--- config.mk ---
export PLATFORM = sky130hd
export DESIGN_NAME = mem_bus_ctrl
export DESIGN_NICKNAME = d
export VERILOG_FILES = /design/src/rtl/srp16_pkg.sv /design/src/rtl/mem_bus_ctrl_wait_counter.sv /design/src/rtl/mem_bus_ctrl.sv
export SDC_FILE = /design/constraint.sdc
export NUM_CORES = 1
export LEC_CHECK = 0
export ABC_AREA = 1
export BUFFER_PORTS_ARGS = -buffer_cell sky130_fd_sc_hd__buf_2
export CAP_MARGIN = 20
export CORE_ASPECT_RATIO = 1.5
export CORE_MARGIN = 2
export CORE_UTILIZATION = 54
export CTS_BUF_LIST = sky130_fd_sc_hd__clkbuf_16
export DETAILED_ROUTE_END_ITERATION = 10
export HOLD_SLACK_MARGIN = 0.08
export PLACE_DENSITY = 0.78
export SLEW_MARGIN = 10
export SYNTH_ARGS = -nofsm -noshare
export SYNTH_HDL_FRONTEND = slang
export SYNTH_SLANG_ARGS = --single-unit
--- constraint.sdc ---
create_clock -name clk -period 2.8 [get_ports clk]
set_clock_uncertainty 0.1 [all_clocks]
set_input_delay 0.28 -clock clk [delete_from_list [all_inputs] [get_ports clk]]
set_output_delay 0.28 -clock clk [all_outputs]
set_load 0.005 [all_outputs]
--- src/rtl/srp16_pkg.sv ---
// Shared types and constants for the SRP16 memory bus responder.
package srp16_pkg;

  localparam int DATA_W = 16;
  localparam int ADDR_W = 16;
  localparam int BYTE_W = 8;
  localparam int WCNT_W = 4;

  typedef enum logic [1:0] {
    IDLE = 2'd0,
    LO   = 2'd1,
    HI   = 2'd2,
    DONE = 2'd3
  } mem_state_t;

  // Address of the high byte of a word; wraps at the top of the address space.
  function automatic logic [ADDR_W-1:0] hi_addr(input logic [ADDR_W-1:0] a);
    return a + ADDR_W'(1);
  endfunction

endpackage

--- src/rtl/mem_bus_ctrl_wait_counter.sv ---
// Loadable down-counter timing one byte phase; exposes current and next zero flags.
module wait_counter #(
  parameter int W = 4
) (
  input  logic         clk,
  input  logic         rst,
  input  logic         load,
  input  logic [W-1:0] load_val,
  input  logic         dec,
  output logic         zero,
  output logic         zero_next
);

  logic [W-1:0] cnt_q;
  logic [W-1:0] cnt_d;

  always_comb begin
    cnt_d = cnt_q;
    if (load) begin
      cnt_d = load_val;
    end else if (dec && (cnt_q != '0)) begin
      cnt_d = cnt_q - W'(1);
    end
  end

  always_ff @(posedge clk) begin
    if (rst) begin
      cnt_q <= '0;
    end else begin
      cnt_q <= cnt_d;
    end
  end

  assign zero      = (cnt_q == '0);
  assign zero_next = (cnt_d == '0);

endmodule

--- src/rtl/mem_bus_ctrl.sv ---
// SRP16 memory bus responder: splits 16-bit accesses into two byte cycles on an async SRAM.
// Optional byte-only accesses are enabled with `define MEM_BUS_CTRL_BYTE_EN.
module mem_bus_ctrl
  import srp16_pkg::*;
#(
  parameter int unsigned WAIT_CYCLES = 1
) (
  input  logic              clk,
  input  logic              rst,
  input  logic              mem_read,
  input  logic              mem_write,
  input  logic [ADDR_W-1:0] abus,
  input  logic [DATA_W-1:0] dbus_in,
`ifdef MEM_BUS_CTRL_BYTE_EN
  input  logic              byte_sel,
`endif
  output logic [DATA_W-1:0] dbus_out,
  output logic              busy,
  output logic              done,
  output logic [ADDR_W-1:0] sram_addr,
  output logic [BYTE_W-1:0] sram_wdata,
  input  logic [BYTE_W-1:0] sram_rdata,
  output logic              sram_oe,
  output logic              sram_we
);

  localparam logic [WCNT_W-1:0] WAIT_LD = WCNT_W'(WAIT_CYCLES);

  mem_state_t        state_q, state_d;
  logic [ADDR_W-1:0] addr_q, addr_d;
  logic [DATA_W-1:0] data_q, data_d;
  logic              wr_q, wr_d;
  logic              bsel_q;
  logic [BYTE_W-1:0] lo_q, lo_d;
  logic [DATA_W-1:0] dbus_out_q, dbus_out_d;
  logic              busy_q, busy_d;
  logic              done_q, done_d;
  logic [ADDR_W-1:0] sram_addr_q, sram_addr_d;
  logic [BYTE_W-1:0] sram_wdata_q, sram_wdata_d;
  logic              sram_oe_q, sram_oe_d;
  logic              sram_we_q, sram_we_d;

  logic cnt_load;
  logic cnt_dec;
  logic wcnt_zero;
  logic wcnt_zero_next;

`ifdef MEM_BUS_CTRL_BYTE_EN
  logic bsel_d;

  always_ff @(posedge clk) begin
    if (rst) begin
      bsel_q <= 1'b0;
    end else begin
      bsel_q <= bsel_d;
    end
  end
`else
  assign bsel_q = 1'b0;
`endif

  wait_counter #(
    .W(WCNT_W)
  ) u_wait_counter (
    .clk      (clk),
    .rst      (rst),
    .load     (cnt_load),
    .load_val (WAIT_LD),
    .dec      (cnt_dec),
    .zero     (wcnt_zero),
    .zero_next(wcnt_zero_next)
  );

  always_comb begin
    state_d    = state_q;
    addr_d     = addr_q;
    data_d     = data_q;
    wr_d       = wr_q;
    lo_d       = lo_q;
    dbus_out_d = dbus_out_q;
    cnt_load   = 1'b0;
    cnt_dec    = 1'b0;
`ifdef MEM_BUS_CTRL_BYTE_EN
    bsel_d     = bsel_q;
`endif

    case (state_q)
      IDLE: begin
        // Write takes priority when both strobes arrive together.
        if (mem_read || mem_write) begin
          addr_d   = abus;
          data_d   = dbus_in;
          wr_d     = mem_write;
          cnt_load = 1'b1;
          state_d  = LO;
`ifdef MEM_BUS_CTRL_BYTE_EN
          bsel_d   = byte_sel;
`endif
        end
      end
      LO: begin
        if (wcnt_zero) begin
          if (!wr_q) begin
            lo_d = sram_rdata;
          end
          if (bsel_q) begin
            if (!wr_q) begin
              dbus_out_d = {{(DATA_W-BYTE_W){1'b0}}, sram_rdata};
            end
            state_d = DONE;
          end else begin
            cnt_load = 1'b1;
            state_d  = HI;
          end
        end else begin
          cnt_dec = 1'b1;
        end
      end
      HI: begin
        if (wcnt_zero) begin
          if (!wr_q) begin
            dbus_out_d = {sram_rdata, lo_q};
          end
          state_d = DONE;
        end else begin
          cnt_dec = 1'b1;
        end
      end
      DONE: begin
        state_d = IDLE;
      end
      default: begin
        state_d = IDLE;
      end
    endcase

    // Outputs are registered, so they are derived from the state being entered.
    busy_d       = (state_d == LO) || (state_d == HI);
    done_d       = (state_d == DONE);
    sram_oe_d    = busy_d && !wr_d;
    sram_we_d    = busy_d && wr_d && wcnt_zero_next;
    sram_addr_d  = (state_d == HI) ? hi_addr(addr_d) : addr_d;
    sram_wdata_d = '0;
    if (sram_we_d) begin
      sram_wdata_d = (state_d == HI) ? data_d[DATA_W-1:BYTE_W] : data_d[BYTE_W-1:0];
    end
  end

  always_ff @(posedge clk) begin
    if (rst) begin
      state_q      <= IDLE;
      addr_q       <= '0;
      data_q       <= '0;
      wr_q         <= 1'b0;
      lo_q         <= '0;
      dbus_out_q   <= '0;
      busy_q       <= 1'b0;
      done_q       <= 1'b0;
      sram_addr_q  <= '0;
      sram_wdata_q <= '0;
      sram_oe_q    <= 1'b0;
      sram_we_q    <= 1'b0;
    end else begin
      state_q      <= state_d;
      addr_q       <= addr_d;
      data_q       <= data_d;
      wr_q         <= wr_d;
      lo_q         <= lo_d;
      dbus_out_q   <= dbus_out_d;
      busy_q       <= busy_d;
      done_q       <= done_d;
      sram_addr_q  <= sram_addr_d;
      sram_wdata_q <= sram_wdata_d;
      sram_oe_q    <= sram_oe_d;
      sram_we_q    <= sram_we_d;
    end
  end

  assign dbus_out   = dbus_out_q;
  assign busy       = busy_q;
  assign done       = done_q;
  assign sram_addr  = sram_addr_q;
  assign sram_wdata = sram_wdata_q;
  assign sram_oe    = sram_oe_q;
  assign sram_we    = sram_we_q;

endmodule

==> flow_metrics.py <==
metrics = {
    "outcome": {
        "status": "finished clean",
    },
    "power": {
        "switching_share_pct": 37.4,
        "switching_power_mw": 1.90,
        "clkPwrFrac_pct": 25.1,
        "irDropWorstVdd_v": 0.000832,
        "static-leakage-power_nw": 2.52,
        "internal_power_component_mw": 3.18,
        "power_density_of_the_placed_cells_nw_per_um2": 1070,
        "power.combinational.fraction_pct": 39.8,
        "seqPwrFrac_pct": 35.1,
    },
    "global_routing": {
        "number_of_antenna_violations_at_the_first_check_in_global_routing": 0,
        "global_route_wire_length_before_repair_um": 14200,
        "globalRouteOverflowTotal": 0,
        "first_global_vias": 3198,
        "grtUsageTotal_pct": 23.2,
        "grt_start_max_net_pins": 36,
    },
    "logic_synthesis": {
        "netlist_instances": 515,
        "yosysWarningCount": 0,
        "postSynthAreaPerCell_sq_um": 7.56,
        "yosysTopAreaCell": "sky130_fd_sc_hd__dfxtp_1",
        "seq_area_frac_synth_pct": 46.8,
        "synthesis.nets": 567,
        "yosysMostFrequentCell": "sky130_fd_sc_hd__nor2_1",
        "ys_top_cells_by_count": "sky130_fd_sc_hd__nor2_1 (114), sky130_fd_sc_hd__dfxtp_1 (91), sky130_fd_sc_hd__nand2_1 (86), sky130_fd_sc_hd__inv_1 (70), sky130_fd_sc_hd__o21ai_0 (37)",
        "synth_seq_cells": 91,
        "synthDominantCellAreaShare_pct": 46.8,
        "unique_cell_type_count_in_the_yosys_netlist": 31,
        "syn-cell-area_sq_um": 3890,
        "synth-edff-count": 0,
        "synth.top_cells.by_area": "sky130_fd_sc_hd__dfxtp_1 (47%), sky130_fd_sc_hd__nor2_1 (11%), sky130_fd_sc_hd__nand2_1 (8.3%)",
        "synthArstFlopShare_pct": 0,
        "dominantRegCellSynth": "sky130_fd_sc_hd__dfxtp_1",
    },
    "placement": {
        "place_hpwl_um": 6130,
        "gp_congestion": 0.888,
        "placement.cell_area_sq_um": 4390,
        "port-buffer-count": 87,
    },
    "cts": {
        "clk_pin_slew_worst_paths_ns": 0.06,
        "cts_tree": "built",
        "tritoncts.num_buffers": 9,
        "cts.path.max_buffers": 2,
        "clock-root-buffer": "sky130_fd_sc_hd__clkbuf_16",
        "clock_latency_ns": 0.34,
        "h-tree-depth": 3,
        "cts_num_sinks": 91,
    },
    "route": {
        "totalWireLength_um": 8670,
        "drtPass1Iterations": 4,
        "detailed_route_wire_length_per_cell_um": 12.5,
        "via_cell_ratio": 5.02,
        "antenna_violating_nets_post_route": 0,
        "drt_first_iter_violations": 296,
        "detail_route.drc_violations": 0,
        "routed_via_count": 3472,
    },
    "die": {
        "die_y_um": 108,
        "ios": 88,
        "floorplan.initialDensity_pct": 56.1,
        "floorplan.rows": 37,
        "fp.coreArea_sq_um": 6940,
        "die_w_um": 73.3,
        "dieArea_sq_um": 7920,
    },
    "finish": {
        "diode_count": 0,
        "area_growth_pct": 22.0,
        "n_fill_cell": 559,
        "layout-drive-gt1-share_pct": 22.0,
        "final_design_area_no_fill_sq_um": 4750,
        "final_core_utilization_pct": 68.4,
        "layout.nets": 660,
    },
    "setup_path": {
        "worstSetupEndpointType": "register",
        "critical-path-slowest-cell": "sky130_fd_sc_hd__dfxtp_1",
        "path_cells": "inv_1 > ha_1 > nand3_2 > inv_1 > o21ai_0 > nand3_1 > nand2_1 > inv_1 > ha_1 > nand2_1 > inv_1 > nand3_1 > nor2_1 > nand3_2 > nor2_4 > nand3_1 > nand2_1 > nor2_1",
        "worstPathMaxFanout": 5,
        "critical_path_class": "register to register",
        "worst_path_most_repeated_cell": "sky130_fd_sc_hd__inv_1",
        "setup.worst_path.start_class": "register",
        "max_stage_delay_ns": 0.31,
        "worst-endpoint-arrival_ns": 2.68,
        "cp.required_ns": 2.94,
    },
    "worst_hold_path": {
        "timing.hold.worst.class": "input pin to register",
    },
    "sta": {
        "period_share_pct": 90.7,
        "worst-slew-pin-transition_ns": 0.946,
        "fin_crit_ns": 2.54,
        "finalSetupViolations": 0,
        "timing.final.max_slew_violations": 0,
        "setup_repair_after_global_routing_missed_its_margin": "no",
        "worst_slew_margin_rel_pct": 36.9,
        "fin_tns_setup_ns": 0,
        "final-hold-violation-count": 0,
        "f_max_ghz": 0.394,
    },
    "run": {
        "max_cap_viol_count": 0,
    },
}
power groups by stage:
stage / clock network [mW] / registers, mW / logic, mW
floorplan: 0 / 1.81 / 1.49
global placement: 0 / 1.80 / 1.95
detailed placement: 0 / 1.81 / 2.00
CTS: 1.28 / 1.78 / 2.03
global route: 1.34 / 1.82 / 2.31
finish: 1.27 / 1.78 / 2.02
repair_timing:
| item | 4_1_cts | 5_1_grt |
|---|---|---|
| endpoints found under the hold margin | 5 | 0 |
| setup buffers | 0 | 0 |
| gates resized for setup | 0 | 0 |
| hold buffers | 5 | 0 |
worst max-delay path, delay by kind of cell (launching register included):
kind / cells / cell delay (ns)
AOI/OAI and AO/OA: 1 / 0.07
DFF: 1 / 0.31
buffers and inverters: 4 / 0.35
adders and majority gates: 2 / 0.45
and+or+nand+nor: 11 / 1.17
cell usage in the layout (no fill, tap or decap), types with 3 or more instances in the layout:
| master | netlist | layout |
|---|---|---|
| sky130_fd_sc_hd__nand2_1 | 86 | 86 |
| sky130_fd_sc_hd__nand4_1 | 4 | 4 |
| sky130_fd_sc_hd__o21ai_0 | 37 | 37 |
| sky130_fd_sc_hd__dlygate4sd3_1 | 0 | 5 |
| sky130_fd_sc_hd__o21ai_1 | 4 | 4 |
| sky130_fd_sc_hd__buf_2 | 0 | 87 |
| sky130_fd_sc_hd__mux2i_1 | 25 | 25 |
| sky130_fd_sc_hd__buf_4 | 2 | 7 |
| sky130_fd_sc_hd__nand2_2 | 6 | 6 |
| sky130_fd_sc_hd__ha_1 | 8 | 8 |
| sky130_fd_sc_hd__nor3_1 | 4 | 4 |
| sky130_fd_sc_hd__inv_2 | 3 | 3 |
| sky130_fd_sc_hd__nand3_1 | 16 | 16 |
| sky130_fd_sc_hd__nor2_2 | 7 | 7 |
| sky130_fd_sc_hd__a21oi_1 | 5 | 5 |
| sky130_fd_sc_hd__nor2_1 | 114 | 114 |
| sky130_fd_sc_hd__clkbuf_16 | 0 | 9 |
| sky130_fd_sc_hd__clkinv_1 | 1 | 3 |
| sky130_fd_sc_hd__inv_1 | 70 | 70 |
| sky130_fd_sc_hd__dfxtp_1 | 91 | 91 |
per-stage QoR:
stage               setup slack [ns]  total power [mW]  cells  hold WS, ns
finish                         0.260              5.08    691       0.0849
global route                  0.0587              5.47    691       0.0982
CTS                            0.289              5.10    691       0.0820
detailed placement             0.344              3.80    670        0.375
global placement               0.482              3.74    670        0.359
floorplan                      0.468              3.29    515        0.315
per-layer routing:
| metal | GRT usage (%) | share of wire [%] | vias up | wire [um] |
|---|---|---|---|---|
| met1 | 25.7 | 40 | 1570 | 3480 |
| met5 | 0 | 0 | - | 0 |
| met3 | 5.31 | 4.8 | 18 | 414 |
| met4 | 11.2 | 2.9 | 0 | 249 |
| li1 | - | - | 1784 | - |
| met2 | 41.1 | 52 | 100 | 4530 |
cells by family after synthesis:
kind of cell / count (synthesis) / synth area share (%)
multiplexers: 25 / 6.42
AO/OA/AOI/OAI: 54 / 7.68
buffers and inverters: 91 / 9.73
adder cells (fa/ha/maj): 8 / 2.57
flip-flops: 91 / 46.8
AND/OR/NAND/NOR: 246 / 26.8
layout make-up:
class	instances	area [sq um]	share of cell area, %
inverters	74	278	5.85
repair buffers	99	538	11.3
clock inverters	7	90.1	1.90
well taps	78	97.6	2.05
clock buffers	9	225	4.74
flip-flops and latches	91	1820	38.3
multi-input cells	333	1700	35.8
sequential cells by signal, indices dropped and copies added (netlist names), 2 cells and up:
register	count
data_q	16
lo_q	8
addr_q	16
sram_addr	16
state_q	2
u_wait_counter.cnt_q	4
dbus_out	16
sram_wdata	8
worst paths after layout:
| check | startpoint | endpoint | slack (ns) | depth (start not counted) |
|---|---|---|---|---|
| max | u_wait_counter.cnt_q[1] | sram_addr[14] | 0.26 | 18 |
| min | sram_rdata[4] | lo_q[4] | 0.08 | 3 |
| max reg2reg | u_wait_counter.cnt_q[1] | sram_addr[14] | 0.26 | 18 |
| min reg2reg | lo_q[1] | dbus_out[1] | 0.38 | 2 |
No activity file was read; power rests on OpenSTA's default activity.
